--- src/rtl/rysy_pkg.sv ---
// Shared rysyCore types and constants: opcodes, datapath select codes,
// sequencer state encoding and the decode payload carried from ctrl_decode.
package rysy_pkg;

  localparam int unsigned NOP_SLOTS_DEF = 1;
  localparam int unsigned TIMEOUT_DEF   = 16;

  typedef enum logic [2:0] {
    RUN     = 3'd0,
    LD_WAIT = 3'd1,
    LD_WB   = 3'd2,
    ST_WAIT = 3'd3,
    FLUSH   = 3'd4,
    ERR     = 3'd5
  } state_t;

  // instr[6:2] opcodes
  localparam logic [4:0] OPC_LOAD   = 5'b00000;
  localparam logic [4:0] OPC_OP_IMM = 5'b00100;
  localparam logic [4:0] OPC_STORE  = 5'b01000;
  localparam logic [4:0] OPC_OP     = 5'b01100;
  localparam logic [4:0] OPC_LUI    = 5'b01101;
  localparam logic [4:0] OPC_BRANCH = 5'b11000;
  localparam logic [4:0] OPC_JALR   = 5'b11001;
  localparam logic [4:0] OPC_JAL    = 5'b11011;

  localparam logic [6:0] F7_ALT = 7'b0100000;

  localparam logic [1:0] PC_P4  = 2'd0;
  localparam logic [1:0] PC_ALU = 2'd1;
  localparam logic [1:0] PC_OLD = 2'd2;

  localparam logic [1:0] INST_MEM = 2'd0;
  localparam logic [1:0] INST_NOP = 2'd1;
  localparam logic [1:0] INST_OLD = 2'd2;

  localparam logic MEM_PC  = 1'b0;
  localparam logic MEM_ALU = 1'b1;

  localparam logic [1:0] RD_ALU = 2'd0;
  localparam logic [1:0] RD_MEM = 2'd1;
  localparam logic [1:0] RD_PC4 = 2'd2;
  localparam logic [1:0] RD_IMM = 2'd3;

  localparam logic [2:0] IMM_I = 3'd0;
  localparam logic [2:0] IMM_S = 3'd1;
  localparam logic [2:0] IMM_B = 3'd2;
  localparam logic [2:0] IMM_U = 3'd3;
  localparam logic [2:0] IMM_J = 3'd4;

  localparam logic ALU1_RS1 = 1'b0;
  localparam logic ALU1_PC  = 1'b1;
  localparam logic ALU2_RS2 = 1'b0;
  localparam logic ALU2_IMM = 1'b1;

  localparam logic [3:0] ALU_ADD  = 4'd0;
  localparam logic [3:0] ALU_SUB  = 4'd1;
  localparam logic [3:0] ALU_SLL  = 4'd2;
  localparam logic [3:0] ALU_SLT  = 4'd3;
  localparam logic [3:0] ALU_SLTU = 4'd4;
  localparam logic [3:0] ALU_XOR  = 4'd5;
  localparam logic [3:0] ALU_SRL  = 4'd6;
  localparam logic [3:0] ALU_SRA  = 4'd7;
  localparam logic [3:0] ALU_OR   = 4'd8;
  localparam logic [3:0] ALU_AND  = 4'd9;

  // cmp_op and sel_type carry func3 unchanged (BEQ..BGEU, LB..LHU/SB..SW)
  typedef struct packed {
    logic [2:0] imm_type;
    logic       alu1_sel;
    logic       alu2_sel;
    logic [1:0] rd_sel;
    logic [2:0] cmp_op;
    logic [2:0] sel_type;
    logic [3:0] alu_op;
  } dec_t;

endpackage

--- src/rtl/ctrl_decode.sv ---
// Stateless RV32I field decode: immediate type, ALU operands/op, compare,
// load/store width select and rd source, all zero-latency from the opcode.
module ctrl_decode
  import rysy_pkg::*;
(
  input  logic [4:0] opcode,
  input  logic [2:0] func3,
  input  logic [6:0] func7,
  output dec_t       dec
);

  logic       alt;
  logic [3:0] alu_fn;

  // func7 = 0100000 selects SUB (register form only) and SRA/SRAI
  assign alt = (func7 == F7_ALT);

  always_comb begin
    alu_fn = ALU_ADD;
    case (func3)
      3'b000:  alu_fn = (alt && opcode == OPC_OP) ? ALU_SUB : ALU_ADD;
      3'b001:  alu_fn = ALU_SLL;
      3'b010:  alu_fn = ALU_SLT;
      3'b011:  alu_fn = ALU_SLTU;
      3'b100:  alu_fn = ALU_XOR;
      3'b101:  alu_fn = alt ? ALU_SRA : ALU_SRL;
      3'b110:  alu_fn = ALU_OR;
      default: alu_fn = ALU_AND;
    endcase
  end

  always_comb begin
    dec.imm_type = IMM_I;
    dec.alu1_sel = ALU1_RS1;
    dec.alu2_sel = ALU2_IMM;
    dec.rd_sel   = RD_ALU;
    dec.cmp_op   = func3;
    dec.sel_type = func3;
    dec.alu_op   = ALU_ADD;
    case (opcode)
      OPC_OP: begin
        dec.alu2_sel = ALU2_RS2;
        dec.alu_op   = alu_fn;
      end
      OPC_OP_IMM: dec.alu_op = alu_fn;
      OPC_LUI: begin
        dec.imm_type = IMM_U;
        dec.rd_sel   = RD_IMM;
      end
      OPC_JAL: begin
        dec.imm_type = IMM_J;
        dec.alu1_sel = ALU1_PC;
        dec.rd_sel   = RD_PC4;
      end
      OPC_JALR: dec.rd_sel = RD_PC4;
      OPC_BRANCH: begin
        dec.imm_type = IMM_B;
        dec.alu1_sel = ALU1_PC;
      end
      OPC_LOAD:  dec.rd_sel   = RD_MEM;
      OPC_STORE: dec.imm_type = IMM_S;
      default: ;
    endcase
  end

endmodule

--- src/rtl/ctrl_seq.sv ---
// Multi-cycle control sequencer with req/ack data memory, wait timeout and
// post-transfer flush bubbles. Define CTRL_ILLEGAL_TRAP_EN to trap unknown opcodes.
module ctrl_seq
  import rysy_pkg::*;
#(
  parameter int unsigned NOP_SLOTS = NOP_SLOTS_DEF,
  parameter int unsigned TIMEOUT   = TIMEOUT_DEF
) (
  input  logic       clk,
  input  logic       rst,
  input  logic [4:0] opcode,
  input  logic [2:0] func3,
  input  logic [6:0] func7,
  input  logic       b,
  input  logic       dmem_ack,
  output logic       dmem_req,
  output logic       reg_wr,
  output logic       we,
  output logic [2:0] imm_type,
  output logic [2:0] cmp_op,
  output logic [2:0] sel_type,
  output logic       alu1_sel,
  output logic       alu2_sel,
  output logic [1:0] rd_sel,
  output logic [1:0] pc_sel,
  output logic [1:0] inst_sel,
  output logic       mem_sel,
  output logic [3:0] alu_op,
  output logic       busy,
  output logic       err
);

  localparam int unsigned FCNT_W = 2;
  localparam int unsigned WCNT_W = (TIMEOUT > 0) ? $clog2(TIMEOUT + 1) : 1;
  localparam logic [FCNT_W-1:0] FLUSH_LOAD = FCNT_W'(NOP_SLOTS - 1);

  state_t            state, state_nx;
  logic [FCNT_W-1:0] fcnt, fcnt_nx;
  logic [WCNT_W-1:0] wcnt, wcnt_nx, wcnt_inc;
  logic              timeout_hit;
  dec_t              dec;

  ctrl_decode u_decode (
    .opcode (opcode),
    .func3  (func3),
    .func7  (func7),
    .dec    (dec)
  );

  assign imm_type = dec.imm_type;
  assign alu1_sel = dec.alu1_sel;
  assign alu2_sel = dec.alu2_sel;
  assign rd_sel   = dec.rd_sel;
  assign cmp_op   = dec.cmp_op;
  assign sel_type = dec.sel_type;
  assign alu_op   = dec.alu_op;

  // Saturating wait count; reaching TIMEOUT without ack is a bus error
  assign wcnt_inc    = (wcnt == '1) ? wcnt : wcnt + WCNT_W'(1);
  assign timeout_hit = (TIMEOUT > 0) && (wcnt_inc == WCNT_W'(TIMEOUT));

  // Reset lands in a single-bubble FLUSH so the first fetch is not executed twice
  always_ff @(posedge clk) begin
    if (rst) begin
      state <= FLUSH;
      fcnt  <= '0;
      wcnt  <= '0;
    end else begin
      state <= state_nx;
      fcnt  <= fcnt_nx;
      wcnt  <= wcnt_nx;
    end
  end

  always_comb begin
    state_nx = state;
    fcnt_nx  = fcnt;
    wcnt_nx  = wcnt;
    reg_wr   = 1'b0;
    we       = 1'b0;
    dmem_req = 1'b0;
    pc_sel   = PC_P4;
    inst_sel = INST_MEM;
    mem_sel  = MEM_PC;
    busy     = (state != RUN);
    err      = 1'b0;

    case (state)
      RUN: begin
        fcnt_nx = FLUSH_LOAD;
        case (opcode)
          OPC_OP, OPC_OP_IMM, OPC_LUI: reg_wr = 1'b1;
          OPC_JAL, OPC_JALR: begin
            reg_wr   = 1'b1;
            pc_sel   = PC_ALU;
            inst_sel = INST_NOP;
            state_nx = FLUSH;
          end
          OPC_BRANCH: begin
            if (b) begin
              pc_sel   = PC_ALU;
              inst_sel = INST_NOP;
              state_nx = FLUSH;
            end
          end
          OPC_LOAD: begin
            dmem_req = 1'b1;
            mem_sel  = MEM_ALU;
            pc_sel   = PC_OLD;
            inst_sel = INST_OLD;
            wcnt_nx  = '0;
            state_nx = dmem_ack ? LD_WB : LD_WAIT;
          end
          OPC_STORE: begin
            dmem_req = 1'b1;
            we       = 1'b1;
            mem_sel  = MEM_ALU;
            pc_sel   = PC_OLD;
            inst_sel = INST_OLD;
            wcnt_nx  = '0;
            state_nx = dmem_ack ? FLUSH : ST_WAIT;
          end
          default: begin
`ifdef CTRL_ILLEGAL_TRAP_EN
            pc_sel   = PC_OLD;
            inst_sel = INST_NOP;
            state_nx = ERR;
`else
            pc_sel   = PC_P4;
            inst_sel = INST_MEM;
`endif
          end
        endcase
      end
      LD_WAIT, ST_WAIT: begin
        dmem_req = 1'b1;
        we       = (state == ST_WAIT);
        mem_sel  = MEM_ALU;
        pc_sel   = PC_OLD;
        inst_sel = INST_OLD;
        fcnt_nx  = FLUSH_LOAD;
        if (dmem_ack) begin
          state_nx = (state == LD_WAIT) ? LD_WB : FLUSH;
        end else begin
          wcnt_nx = wcnt_inc;
          if (timeout_hit) state_nx = ERR;
        end
      end
      LD_WB: begin
        reg_wr   = 1'b1;
        inst_sel = INST_NOP;
        state_nx = RUN;
      end
      FLUSH: begin
        inst_sel = INST_NOP;
        if (fcnt == '0) state_nx = RUN;
        else            fcnt_nx  = fcnt - FCNT_W'(1);
      end
      ERR: begin
        pc_sel   = PC_OLD;
        inst_sel = INST_NOP;
        err      = 1'b1;
      end
      default: state_nx = ERR;
    endcase

    // Reset forces a safe, write-free output set and abandons any request
    if (rst) begin
      reg_wr   = 1'b0;
      we       = 1'b0;
      dmem_req = 1'b0;
      err      = 1'b0;
      busy     = 1'b1;
      pc_sel   = PC_OLD;
      inst_sel = INST_NOP;
      mem_sel  = MEM_PC;
    end
  end

endmodule

--- config.mk ---
export PLATFORM = sky130hd
export DESIGN_NAME = ctrl_seq
export DESIGN_NICKNAME = d
export VERILOG_FILES = /design/src/rtl/rysy_pkg.sv /design/src/rtl/ctrl_decode.sv /design/src/rtl/ctrl_seq.sv
export SDC_FILE = /design/constraint.sdc
export NUM_CORES = 1
export LEC_CHECK = 0
export BUFFER_PORTS_ARGS = -buffer_cell sky130_fd_sc_hd__buf_2
export CAP_MARGIN = 10
export CELL_PAD_IN_SITES_DETAIL_PLACEMENT = 1
export CELL_PAD_IN_SITES_GLOBAL_PLACEMENT = 1
export CORE_MARGIN = 8
export CORE_UTILIZATION = 32
export DETAILED_ROUTE_END_ITERATION = 10
export PLACE_DENSITY_LB_ADDON = 0.1
export SLEW_MARGIN = 20
export SYNTH_ARGS = -nofsm -noshare
export SYNTH_HDL_FRONTEND = slang
export SYNTH_SLANG_ARGS = --single-unit
--- constraint.sdc ---
create_clock -name clk -period 2.44 [get_ports clk]
set_input_delay 0.61 -clock clk [delete_from_list [all_inputs] [get_ports clk]]
set_output_delay 0.61 -clock clk [all_outputs]
set_load 0.05 [all_outputs]
# Yosys cells after proc, flatten, opt, wreduce, memory -nomap -nowiden
# Cells that the tools add are included.
op_classes:
  muxes: 41
  n_bitwise: 1
  n_lt_le_gt_ge: 0
  eq_ne: 28
  div: 0
  multipliers: 0
  shifts: 0
  n_reduce_logical: 20
  add_sub_neg: 2
ops:
  columns: ["op", "count"]
  rows:
  - ["case mux 4 bit (7 select lines)", 1]
  - ["== test 5 bit, second input constant", 5]
  - ["case mux 3 bit (4 select lines)", 2]
  - ["two-way mux 3 bit", 6]
  - ["case mux 2 bit (3 select lines)", 3]
  - ["== test 3 bit, second input constant", 5]
  - ["== test 5 x 4 -> 1 bit, second input constant", 3]
  - ["two-way mux 5 bit", 3]
  - ["case mux 3 bit (5 select lines)", 1]
  - ["two-way mux 1 bit", 14]
  - ["== test 3 x 2 -> 1 bit, second input constant", 4]
  - ["case mux 5 bit (2 select lines)", 1]
  - ["OR reduction 2 bit", 5]
  - ["OR reduction 3 bit", 3]
  - ["two-way mux 2 bit", 4]
  - ["!= test 2 bit, second input constant", 4]
  - ["case mux 2 bit (2 select lines)", 2]
  - ["== test 7 x 6 -> 1 bit, second input constant", 1]
  - ["== test 3 x 1 -> 1 bit, second input constant", 2]
  - ["zero test 3 bit", 2]
  - ["!= test 3 bit, second input constant", 2]
  - ["case mux 1 bit (2 select lines)", 3]
  - ["adder 5 x 1 -> 5 bit, second input constant", 1]
  - ["== test 5 x 3 -> 1 bit, second input constant", 1]
  - ["13 further kinds", 14]
word_totals:
  output_inout_bits: 27
  latch_bits: 0
  mem_count: 0
  reg_bits: 10
  mem_bits_rw: 0
  word_cells: 95
  in_bits: 19
  rom_bits: 0

# Longest topological paths before layout
# Gate-level depths: netlist (run 1).
logic_depth:
  word_depth: 6
  ltp_mapped: 6
  depth_no_buf: 6

# Cells and area by module
# Synthesis (run 1) repeated with hierarchy kept, for this count alone.
unflattened:
  hier_cells: 156
  area_unflattened_um2: 1137.3
modules_own_cells:
  columns: ["mod", "instances", "area_per_inst_um2", "cells_each"]
  rows:
  - ["ctrl_seq", 1, 847.1, 112]
  - ["ctrl_decode", 1, 290.3, 44]

# Worst setup path before layout (run 1)
# OpenSTA, ideal clock, no wires.
synth_timing:
  path_kind: "input to output"
  from: "in opcode[2]"
  to: "out reg_wr"
  stages: 5
  slack_ns: -1.385
  arrival_ns: 3.215
  cell_sequence: "clkbuf_1 > mux2i_1 > nor2_1 > nor3_1 > nor4_1"
synth_via:
  elab_chain_cells: 5
  elab_cells_between_ends: 9
  cone_classes: "eq/ne: 5; mux: 3; reduce/logical: 1"
synth_rtl:
  columns: ["item", "line_no", "rtl"]
  rows:
  - ["start, declared", "ctrl_seq.sv:11", "input logic [4:0] opcode,"]
  - ["== test 5 x 3 -> 1 bit (tied with other cells)", "ctrl_seq.sv:91", "case (opcode)"]
  - ["OR reduction 5 bit (no line) (*)", null, null]
  - ["two-way mux 1 bit (*)", "ctrl_seq.sv:91", null]
  - ["case mux 1 bit (2 select lines) (*)", "ctrl_seq.sv:88", "case (state)"]
  - ["two-way mux 1 bit (*)", "ctrl_seq.sv:168", "if (rst) begin"]
  - ["end, declared", "ctrl_seq.sv:17", "output logic reg_wr,"]
# Mark *: on every way between the ends. The rest lies on a longest branch, timed or not.

# Final worst setup path (run 1)
layout_timing:
  from: "in func7[2]"
  to: "out alu_op[0]"
layout_via:
  elab_chain_cells: 5
  elab_cells_between_ends: 6
  cone_classes: "eq/ne: 1; mux: 4; reduce/logical: 1"
layout_rtl:
  columns: ["item", "line_no", "rtl"]
  rows:
  - ["start, declared", "ctrl_seq.sv:13", "input logic [6:0] func7,"]
  - ["== test 7 x 6 -> 1 bit (*)", "ctrl_decode.sv:16", "assign alt = (func7 == F7_ALT);"]
  - ["logical AND 1 bit", "ctrl_decode.sv:21", "3'b000: alu_fn = (alt && opcode == OPC_OP) ? ALU_SUB : ALU_ADD;"]
  - ["two-way mux 1 bit", "ctrl_decode.sv:21", null]
  - ["case mux 4 bit (7 select lines) (*)", "ctrl_decode.sv:20", "case (func3)"]
  - ["two-way mux 4 bit (*)", "ctrl_decode.sv:40", "case (opcode)"]
  - ["end, declared", "ctrl_seq.sv:28", "output logic [3:0] alu_op,"]
# Marked as above.

==> results.toml, run 1 <==
[synthesis]
synth-xor-area-share = 0.00823
syn-mean-instance-area_um2 = 6.87
synth_top_family_by_area = "simple AND/OR/NAND/NOR gates"
seq_area_frac_synth = 0.188
synthFlopType = "dfxtp_1"
synth_warnings = 0
synth_compound_area_frac = 0.277
synthesis.area_um2 = 1060
synth_mux_area_frac = 0.0282
synth.distinct_cells = 45
synthSimpleGateAreaFrac = 0.364
synth-edff-count = 0
synth_fp_nets = 176
ys_seq_elements = 10
synthCells = 155
synthAdderAreaFrac = 0.0235
async_reset_ff_frac = 0

[worst_setup_path]
timing.rr.end = "state[2]$_SDFFE_PP1P_"
crit_type = "in -> out"
worstSetupEndpoint = "alu_op[0]"
worstSetupStartpoint = "func7[2]"
r2r_cells = 5
critPathMaxFanout = 2
setup.worst_path.end_class = "output pin"
arrival_ns = 1.97
rrSetupSlack_ns = 0.66
worstSetupStartpointType = "input pin"
required_ns = 1.83
r2r_start = "wcnt[1]$_SDFFE_PP0P_"

[final_layout]
mostFrequentLayoutCells = "buf_2 (35), buf_4 (21), a21oi_1 (15), nor2_1 (15), nand2_1 (14)"
layout_commonest_cell = "buf_2"
fillers = 450
regArea_um2 = 201
final_layout_size_suffix_gt1_frac = 0.454
nets = 229
post_layout_nonfiller_instances = 253
multi_input_area_um2 = 872
insertedDiodeCount = 0
syn_to_final_growth_pct = 49.7

[sta]
finalCritPeriodShare = 1.06
setup_ws_ns = -0.145
holdWs_ns = 0.528
relSlewSlack = 0.801
max_freq_ghz = 0.387
hold_viol_final = 0
drv_slew = 0
rsz0062_at_grt = "true"
min_period_ns = 2.58
setup_viol = 1
worst_pin_slew_ns = 0.296
skew_ns = 0.00186

[global_route]
antenna_found_initial = 0
track_usage = 0.147
grt_pass1_wl_mm = 6.40
grt_max_degree = 17
overflow = 0
grt_pass1_vias = 1374

[clock_network]
cts_root_buffer = "clkbuf_4"
cts_hold_buf = 0
clk_path_buf_depth = 2
cts_tree = "built"
worst_skew_pair.late_latency_ns = 0.27
numCtsBuffers = 3
clock-sinks = 10
cts_max_level = 1
clkTransAtPathRegs_ns = 0.07

[detailed_routing]
wl_met3_um = 178
wl_met2_mm = 1.96
vias_per_cell = 5.23
maxUsedRoutingLayer = "met4"
ant_nets = 0
firstDrtPassIters = 4
routedLengthMet1_mm = 1.56
initialDrtViolationCount = 41
routedWlPerCell_um = 14.7
num_vias = 1324
drc = 0
wirelength_mm = 3.72

[floorplan]
die_area_um2 = 5430
rows = 21
die_h_um = 73.7
dieWidth_um = 73.7
coreArea_um2 = 3260
start_util = 0.327
ios = 46

[job]
max-cap-violations = 0

[placement]
numPortBuffers = 45
finalWeightedCongestion = 0.829
pre_cts_ws_ns = -0.288
hpwl_mm = 3.07
numPlacedInstances = 248

[outcome]
violations = "setup timing"
status = "finished, violations left"

[power_and_ir_drop]
peakVddDrop_v = 0.000303
p_leak_nw = 0.662
power.density_nw_per_um2 = 551

[hold_path]
min_path_type = "reg -> reg"
cell families after synthesis:
logic type	count (synthesis)
flip-flops	10
AO/OA/AOI/OAI	44
buffers and inverters	22
adder cells (fa/ha/maj)	2
XOR/XNOR	1
multiplexers	3
AND/OR/NAND/NOR	73
final cells by class:
cell class	instances	area share
timing repair buffer	63	0.251
multi-input combinational	123	0.547
inverter	7	0.0165
sequential	10	0.126
clock buffer	4	0.0228
tap	46	0.0361
report_power, final:
part           internal [W]  switching [W]  total [W]  leakage (nW)
sequential         0.000190      0.0000176   0.000208        0.0818
clock             0.0000907      0.0000613   0.000152        0.0210
combinational      0.000189       0.000329   0.000518         0.559
total              0.000470       0.000408   0.000878         0.662
worst min-delay path by stage:
| stage | from | end | slack [ns] | depth (start not counted) |
|---|---|---|---|---|
| finish | fcnt[1]$_SDFFE_PP0P_ | fcnt[1]$_SDFFE_PP0P_ | 0.53 | 2 |
| global placement | wcnt[1]$_SDFFE_PP0P_ | wcnt[1]$_SDFFE_PP0P_ | 0.51 | 2 |
| floorplan | wcnt[1]$_SDFFE_PP0P_ | wcnt[1]$_SDFFE_PP0P_ | 0.48 | 2 |
| detailed placement | fcnt[1]$_SDFFE_PP0P_ | fcnt[1]$_SDFFE_PP0P_ | 0.52 | 2 |
| global route | wcnt[1]$_SDFFE_PP0P_ | wcnt[1]$_SDFFE_PP0P_ | 0.57 | 2 |
| CTS | fcnt[1]$_SDFFE_PP0P_ | fcnt[1]$_SDFFE_PP0P_ | 0.53 | 2 |
what timing repair did:
| item | in CTS | in global routing |
|---|---|---|
| resized for setup | 13 | 12 |
| endpoints found under the setup margin | 6 | 10 |
| setup buffers | 1 | 0 |
cell usage after synthesis, drive strengths merged (2+ instances only):
cell	count	area share
buf	9	0.065
or2	2	0.012
nor3	5	0.023
nor2b	3	0.018
and3	4	0.023
clkbuf	6	0.021
mux2i	3	0.028
nand3b	2	0.014
o21ai	8	0.041
nand4	3	0.018
a211oi	7	0.049
nand2	15	0.053
nand2b	4	0.023
nor4	3	0.023
and2	2	0.012
nor2	18	0.063
dfxtp	10	0.19
nor3b	2	0.014
or3	2	0.012
inv	6	0.021
nand3	4	0.019
a21oi	16	0.075
o21bai	2	0.014
ha	2	0.023
worst max-delay path: stages:
cell and delay (ns):
buf_6 0.09, or4b_4 0.54, nor4_4 0.17, a211oi_1 0.11
a21oi_1 0.12, and3_4 0.20, buf_8 0.14
metrics by stage:
step                power (W)  utilization  setup TNS, ns  area, um^2
global route         0.000946        0.489         -0.226        1590
detailed placement   0.000708        0.449         -0.597        1460
finish               0.000878        0.489         -0.145        1590
global placement     0.000686        0.449         -0.463        1460
floorplan            0.000577            -          -1.50        1150
CTS                  0.000874        0.479         -0.139        1560
registers in the layout, summed over array words and instances (netlist names):
| signal | flops |
|---|---|
| wcnt | 5 |
| fcnt | 2 |
| state | 3 |
layer usage:
metal  vias to the layer above  global-route usage
met3                         4              0.0396
met2                        26               0.267
met4                         0              0.0288
met5                         -                   0
met1                       636               0.165
li1                        658                   -
Note: power is estimated with default switching activity, not from simulation.
==> run 2: changes to the inputs <==
CAP_MARGIN = 25   (was 10)
CELL_PAD_IN_SITES_DETAIL_PLACEMENT = default   (was 1)
CELL_PAD_IN_SITES_GLOBAL_PLACEMENT = default   (was 1)
CORE_UTILIZATION = 35   (was 32)
PLACE_DENSITY_LB_ADDON = default   (was 0.1)
==> results.toml, run 2 (synthesized netlist as in run 1, its figures left out) <==
[final_layout]
regMostFlops = "wcnt"
largest_reg_flops = 5
multi_input_area_um2 = 866
design_area_um2 = 1580
regArea_um2 = 200
syn_to_final_growth_pct = 48.6
insertedDiodeCount = 0
reg_top3 = "wcnt x5, state x3, fcnt x2"
final_layout_size_suffix_gt1_frac = 0.435
nets = 229
mostFrequentLayoutCells = "buf_2 (35), buf_4 (21), nor2_1 (16)"
fin_util = 0.532
layout_commonest_cell = "buf_2"
fillers = 297

[clock_network]
cts_tree = "built"
cts_root_buffer = "clkbuf_4"
cts_max_level = 1
clock-sinks = 10
numCtsBuffers = 3
clkTransAtPathRegs_ns = 0.06
clk_path_buf_depth = 2
worst_skew_pair.late_latency_ns = 0.27

[detailed_routing]
num_vias = 1332
vias_per_cell = 5.55
drc = 0
ant_nets = 0
firstDrtPassIters = 4
initialDrtViolationCount = 30
routedWlPerCell_um = 13.8
wirelength_mm = 3.31

[global_route]
grt_max_degree = 17
antenna_found_initial = 0
overflow = 0
grt_pass1_wl_mm = 5.80
track_usage = 0.135
grt_pass1_vias = 1306

[floorplan]
ios = 46
coreArea_um2 = 2980
dieWidth_um = 71.2
rows = 20
die_h_um = 71.2
start_util = 0.358
die_area_um2 = 5060

[sta]
setup_ws_ns = -0.158
setup_viol = 1
min_period_ns = 2.60
holdWs_ns = 0.522
relSlewSlack = 0.774
hold_viol_final = 0
max_freq_ghz = 0.385
drv_slew = 0
worst_pin_slew_ns = 0.337
rsz0062_at_grt = "true"
finalCritPeriodShare = 1.06
skew_ns = 0.00559

[placement]
dpl_cell_area_um2 = 1470
finalWeightedCongestion = 0.808
numPortBuffers = 45
hpwl_mm = 2.66

[power_and_ir_drop]
power.density_nw_per_um2 = 547
pwr-share-clk = 0.175
peakVddDrop_v = 0.000286
intPower_w = 0.000471
p_leak_nw = 0.663
p_comb_frac = 0.585
pwr-share-seq = 0.240
swShare = 0.456
switching_power_w = 0.000395

[worst_setup_path]
crit_chain = "buf_2, or4b_4, nor4_4, o21ai_1, a21oi_1, and3_4, buf_8"
worstSetupStartpointType = "input pin"
setup.worst_path.end_class = "output pin"
arrival_ns = 1.99
slowest_delay_ns = 0.53
crit_family = "simple AND/OR/NAND/NOR gates"
critPathMaxFanout = 2
required_ns = 1.83
crit_type = "in -> out"
path_buf_inv = 2
cp_slowest_cell = "or4b_4"

[hold_path]
min_path_type = "reg -> reg"

[outcome]
status = "finished, violations left"
violations = "setup timing"

[job]
max-cap-violations = 0
run 2: worst paths after layout:
path	slack (ns)	end	cells after the start	start
worst max-delay path	-0.16	alu_op[0]	7	func7[2]
worst min-delay path	0.52	fcnt[1]$_SDFFE_PP0P_	2	fcnt[1]$_SDFFE_PP0P_
worst max register to register	0.59	state[1]$_SDFFE_PP0P_	6	wcnt[0]$_SDFFE_PP0P_
worst min register to register	0.52	fcnt[1]$_SDFFE_PP0P_	2	fcnt[1]$_SDFFE_PP0P_
run 2: worst register-to-register path, stage by stage (launching register included):
cell,delay (ns)
dfxtp_1,0.44
ha_1,0.32
and3_1,0.21
a311oi_1,0.09
a221o_1,0.37
o21ai_0,0.20
a21oi_1,0.09
run 2: power groups by stage:
stage	Combinational, W	Sequential (W)	Clock, W
4_1_cts	0.000490	0.000207	0.000158
2_1_floorplan	0.000364	0.000213	0
5_1_grt	0.000555	0.000210	0.000164
3_3_place_gp	0.000470	0.000209	0
3_5_place_dp	0.000483	0.000211	0
6_report	0.000507	0.000208	0.000151
run 2: layout make-up:
cell class	count	share of cell area
Multi-Input combinational cell	123	0.547
Timing Repair Buffer	63	0.261
Sequential cell	10	0.126
Tap cell	33	0.0261
Clock buffer	4	0.0229
Inverter	7	0.0166
run 2: routing by layer:
metal,share of wire,routed length [um],up-vias,track usage
met5,0,0,-,0
met4,0.017,57,0,0.0554
met3,0.066,218,7,0.0339
met2,0.51,1700,51,0.252
met1,0.40,1330,611,0.137
li1,-,-,663,-
run 2: repair_timing:
action                     4_1_cts  5_1_grt
setup endpoints to repair        6       10
pin swaps                        0        1
hold buffers                     0        0
resized for setup               10       14
gates cloned                     0        0
setup buffers                    0        0
run 2: per-stage QoR:
stage	TNS, ns	power [W]	cells	setup slack [ns]
floorplan	-1.50	0.000577	155	-0.350
global placement	-0.437	0.000679	236	-0.254
detailed placement	-0.477	0.000694	236	-0.317
CTS	-0.157	0.000856	240	-0.157
global route	-0.309	0.000930	240	-0.305
finish	-0.158	0.000866	240	-0.158
==> run 3: changes to the inputs <==
SYNTH_HIERARCHICAL = 1   (was default)
==> results.toml, run 3 <==
[outcome]
status = "finished, violations left"
violations = "setup timing"

[synthesis]
synth_warnings = 6
synthesis.area_um2 = 1140
synth.area.top_cells = "dfxtp_1 (18%), a21oi_1 (6.2%), buf_4 (5.3%), nand2b_1 (3.9%), nor2b_1 (3.9%)"
synth.distinct_cells = 52
synth_fp_nets = 177
async_reset_ff_frac = 0
synthFlopType = "dfxtp_1"
synthCells = 156
seq_area_frac_synth = 0.176
ys_seq_elements = 10
synth-edff-count = 0
syn-mean-instance-area_um2 = 7.29
synth_top_area_frac = 0.176
synth_most_common_cell = "a21oi_1"
synth_commonest_cells = "a21oi_1 (14), nand2_1 (11), nor2_1 (11)"
yosys.area.top_type = "dfxtp_1"

[worst_setup_path]
crit_type = "in -> out"
r2r_cells = 5
crit_chain = "buf_6, or4_4, nor4b_2, a21oi_1, nor3_2, buf_6"
critPathMaxFanout = 2
r2r_start = "state[2]$_SDFFE_PP1P_"
worstSetupStartpointType = "input pin"
worstSetupEndpoint = "we"
rrSetupSlack_ns = 0.64
timing.rr.end = "wcnt[0]$_SDFFE_PP0P_"
cpMostUsedCell = "buf_6"
arrival_ns = 1.91
cp_slowest_cell = "or4_4"
worstSetupStartpoint = "opcode[4]"
setup.worst_path.end_class = "output pin"
required_ns = 1.83
slowest_delay_ns = 0.55

[sta]
setup_tns_ns = -0.0831
min_period_ns = 2.52
rsz0062_at_grt = "true"
worst_pin_slew_ns = 0.428
drv_slew = 0
skew_ns = 0.000661
max_freq_ghz = 0.396
setup_ws_ns = -0.0831
finalCritPeriodShare = 1.03
hold_viol_final = 0
setup_viol = 1
relSlewSlack = 0.713

[final_layout]
mostFrequentLayoutCells = "buf_2 (36), buf_4 (18), a21oi_1 (12)"
syn_to_final_growth_pct = 36.0
fin_util = 0.502
nets = 225
multi_input_area_um2 = 892
layout_commonest_cell = "buf_2"
design_area_um2 = 1550
largest_reg_flops = 5
reg_top3 = "wcnt x5, state x3, fcnt x2"
insertedDiodeCount = 0
post_layout_nonfiller_instances = 246
regMostFlops = "wcnt"
final_layout_size_suffix_gt1_frac = 0.396
regArea_um2 = 201
fillers = 319

[clock_network]
clk_path_buf_depth = 2
clock-sinks = 10
cts_hold_buf = 0
cts_tree = "built"
cts_root_buffer = "clkbuf_4"
numCtsBuffers = 3
cts_max_level = 1
clkTransAtPathRegs_ns = 0.06
worst_skew_pair.late_latency_ns = 0.27

[placement]
numPortBuffers = 45
hpwl_mm = 2.71
finalWeightedCongestion = 0.799
numPlacedInstances = 243
dpl_cell_area_um2 = 1480

[power_and_ir_drop]
power.density_nw_per_um2 = 314
p_leak_nw = 0.628
peakVddDrop_v = 0.000187
finalPower_w = 0.000486

[job]
max-cap-violations = 0

[floorplan]
start_util = 0.370
die_area_um2 = 5330
dieWidth_um = 73.0
coreArea_um2 = 3080
ios = 46
die_h_um = 73.0
rows = 20

[hold_path]
min_path_type = "reg -> reg"

[global_route]
overflow = 0
track_usage = 0.123
grt_max_degree = 18
grt_pass1_vias = 1235
grt_pass1_wl_mm = 5.42
antenna_found_initial = 0

[detailed_routing]
initialDrtViolationCount = 71
firstDrtPassIters = 4
vias_per_cell = 5.43
routedWlPerCell_um = 13.9
ant_nets = 0
num_vias = 1337
wirelength_mm = 3.43
drc = 0
run 3: cell count changes after synthesis, sizes merged, moves of 3 or more:
cell / delta
nand2b: +3
nor2: -7
nor2b: +4
a211oi: -5
nor3: +3
nand2: -4
run 3: worst min path at each step:
stage	from	to	cells past startpoint
floorplan	wcnt[3]$_SDFFE_PP0P_	wcnt[3]$_SDFFE_PP0P_	2
global placement	wcnt[3]$_SDFFE_PP0P_	wcnt[3]$_SDFFE_PP0P_	2
detailed placement	wcnt[3]$_SDFFE_PP0P_	wcnt[3]$_SDFFE_PP0P_	2
CTS	wcnt[3]$_SDFFE_PP0P_	wcnt[3]$_SDFFE_PP0P_	2
global route	wcnt[3]$_SDFFE_PP0P_	wcnt[3]$_SDFFE_PP0P_	2
finish	wcnt[3]$_SDFFE_PP0P_	wcnt[3]$_SDFFE_PP0P_	2
run 3: cells by family (layout without fill, tap and decap cells):
| kind of cell | after synthesis | count (layout) | synth area share |
|---|---|---|---|
| AO/OA/AOI/OAI | 48 | 48 | 0.293 |
| buffers and inverters | 21 | 67 | 0.0968 |
| AND/OR/NAND/NOR | 72 | 72 | 0.387 |
| flip-flops | 10 | 10 | 0.176 |
| multiplexers | 2 | 2 | 0.0176 |
| XOR/XNOR | 1 | 1 | 0.00770 |
| adder cells (fa/ha/maj) | 2 | 2 | 0.0220 |
run 3: critical path: cells and delay by family:
| family | cells | cell delay, ns |
|---|---|---|
| AO/OA/AOI/OAI | 1 | 0.07 |
| buffers and inverters | 2 | 0.27 |
| AND/OR/NAND/NOR | 3 | 0.95 |
run 3: timing repair:
item                                    in CTS  in global routing
gates cloned                                 0                  0
pin swaps                                    0                  2
buffers inserted                             0                  0
hold endpoints to repair                     0                  0
resized for setup                            8                 11
endpoints found under the setup margin       4                  6
run 3: per-stage QoR:
stage          setup WS (ns)  hold slack (ns)
5_1_grt               -0.154            0.546
4_1_cts              -0.0883            0.520
3_3_place_gp          -0.248            0.505
3_5_place_dp          -0.240            0.511
6_report             -0.0831            0.520
2_1_floorplan         -0.350            0.479
run 3: routing by layer:
| metal | vias to the layer above | track usage | part of all wire | wire length (um) |
|---|---|---|---|---|
| met5 | - | 0 | 0 | 0 |
| met2 | 57 | 0.202 | 0.44 | 1510 |
| li1 | 671 | - | - | - |
| met3 | 4 | 0.0275 | 0.087 | 298 |
| met4 | 0 | 0.0400 | 0.0073 | 25 |
| met1 | 605 | 0.153 | 0.47 | 1590 |
run 3: power by group:
| group | total [W] | internal, W | switching [W] |
|---|---|---|---|
| clock | 0.000115 | 0.0000571 | 0.0000581 |
| sequential | 0.000171 | 0.000166 | 0.00000565 |
| combinational | 0.000199 | 0.0000692 | 0.000130 |
| total | 0.000486 | 0.000292 | 0.000194 |
run 3: layout make-up:
type | count | area share
repair buffers | 57 | 0.226
well taps | 44 | 0.0356
inverters | 7 | 0.0170
flip-flops and latches | 10 | 0.130
clock buffers | 3 | 0.0146
multi-input cells | 125 | 0.577
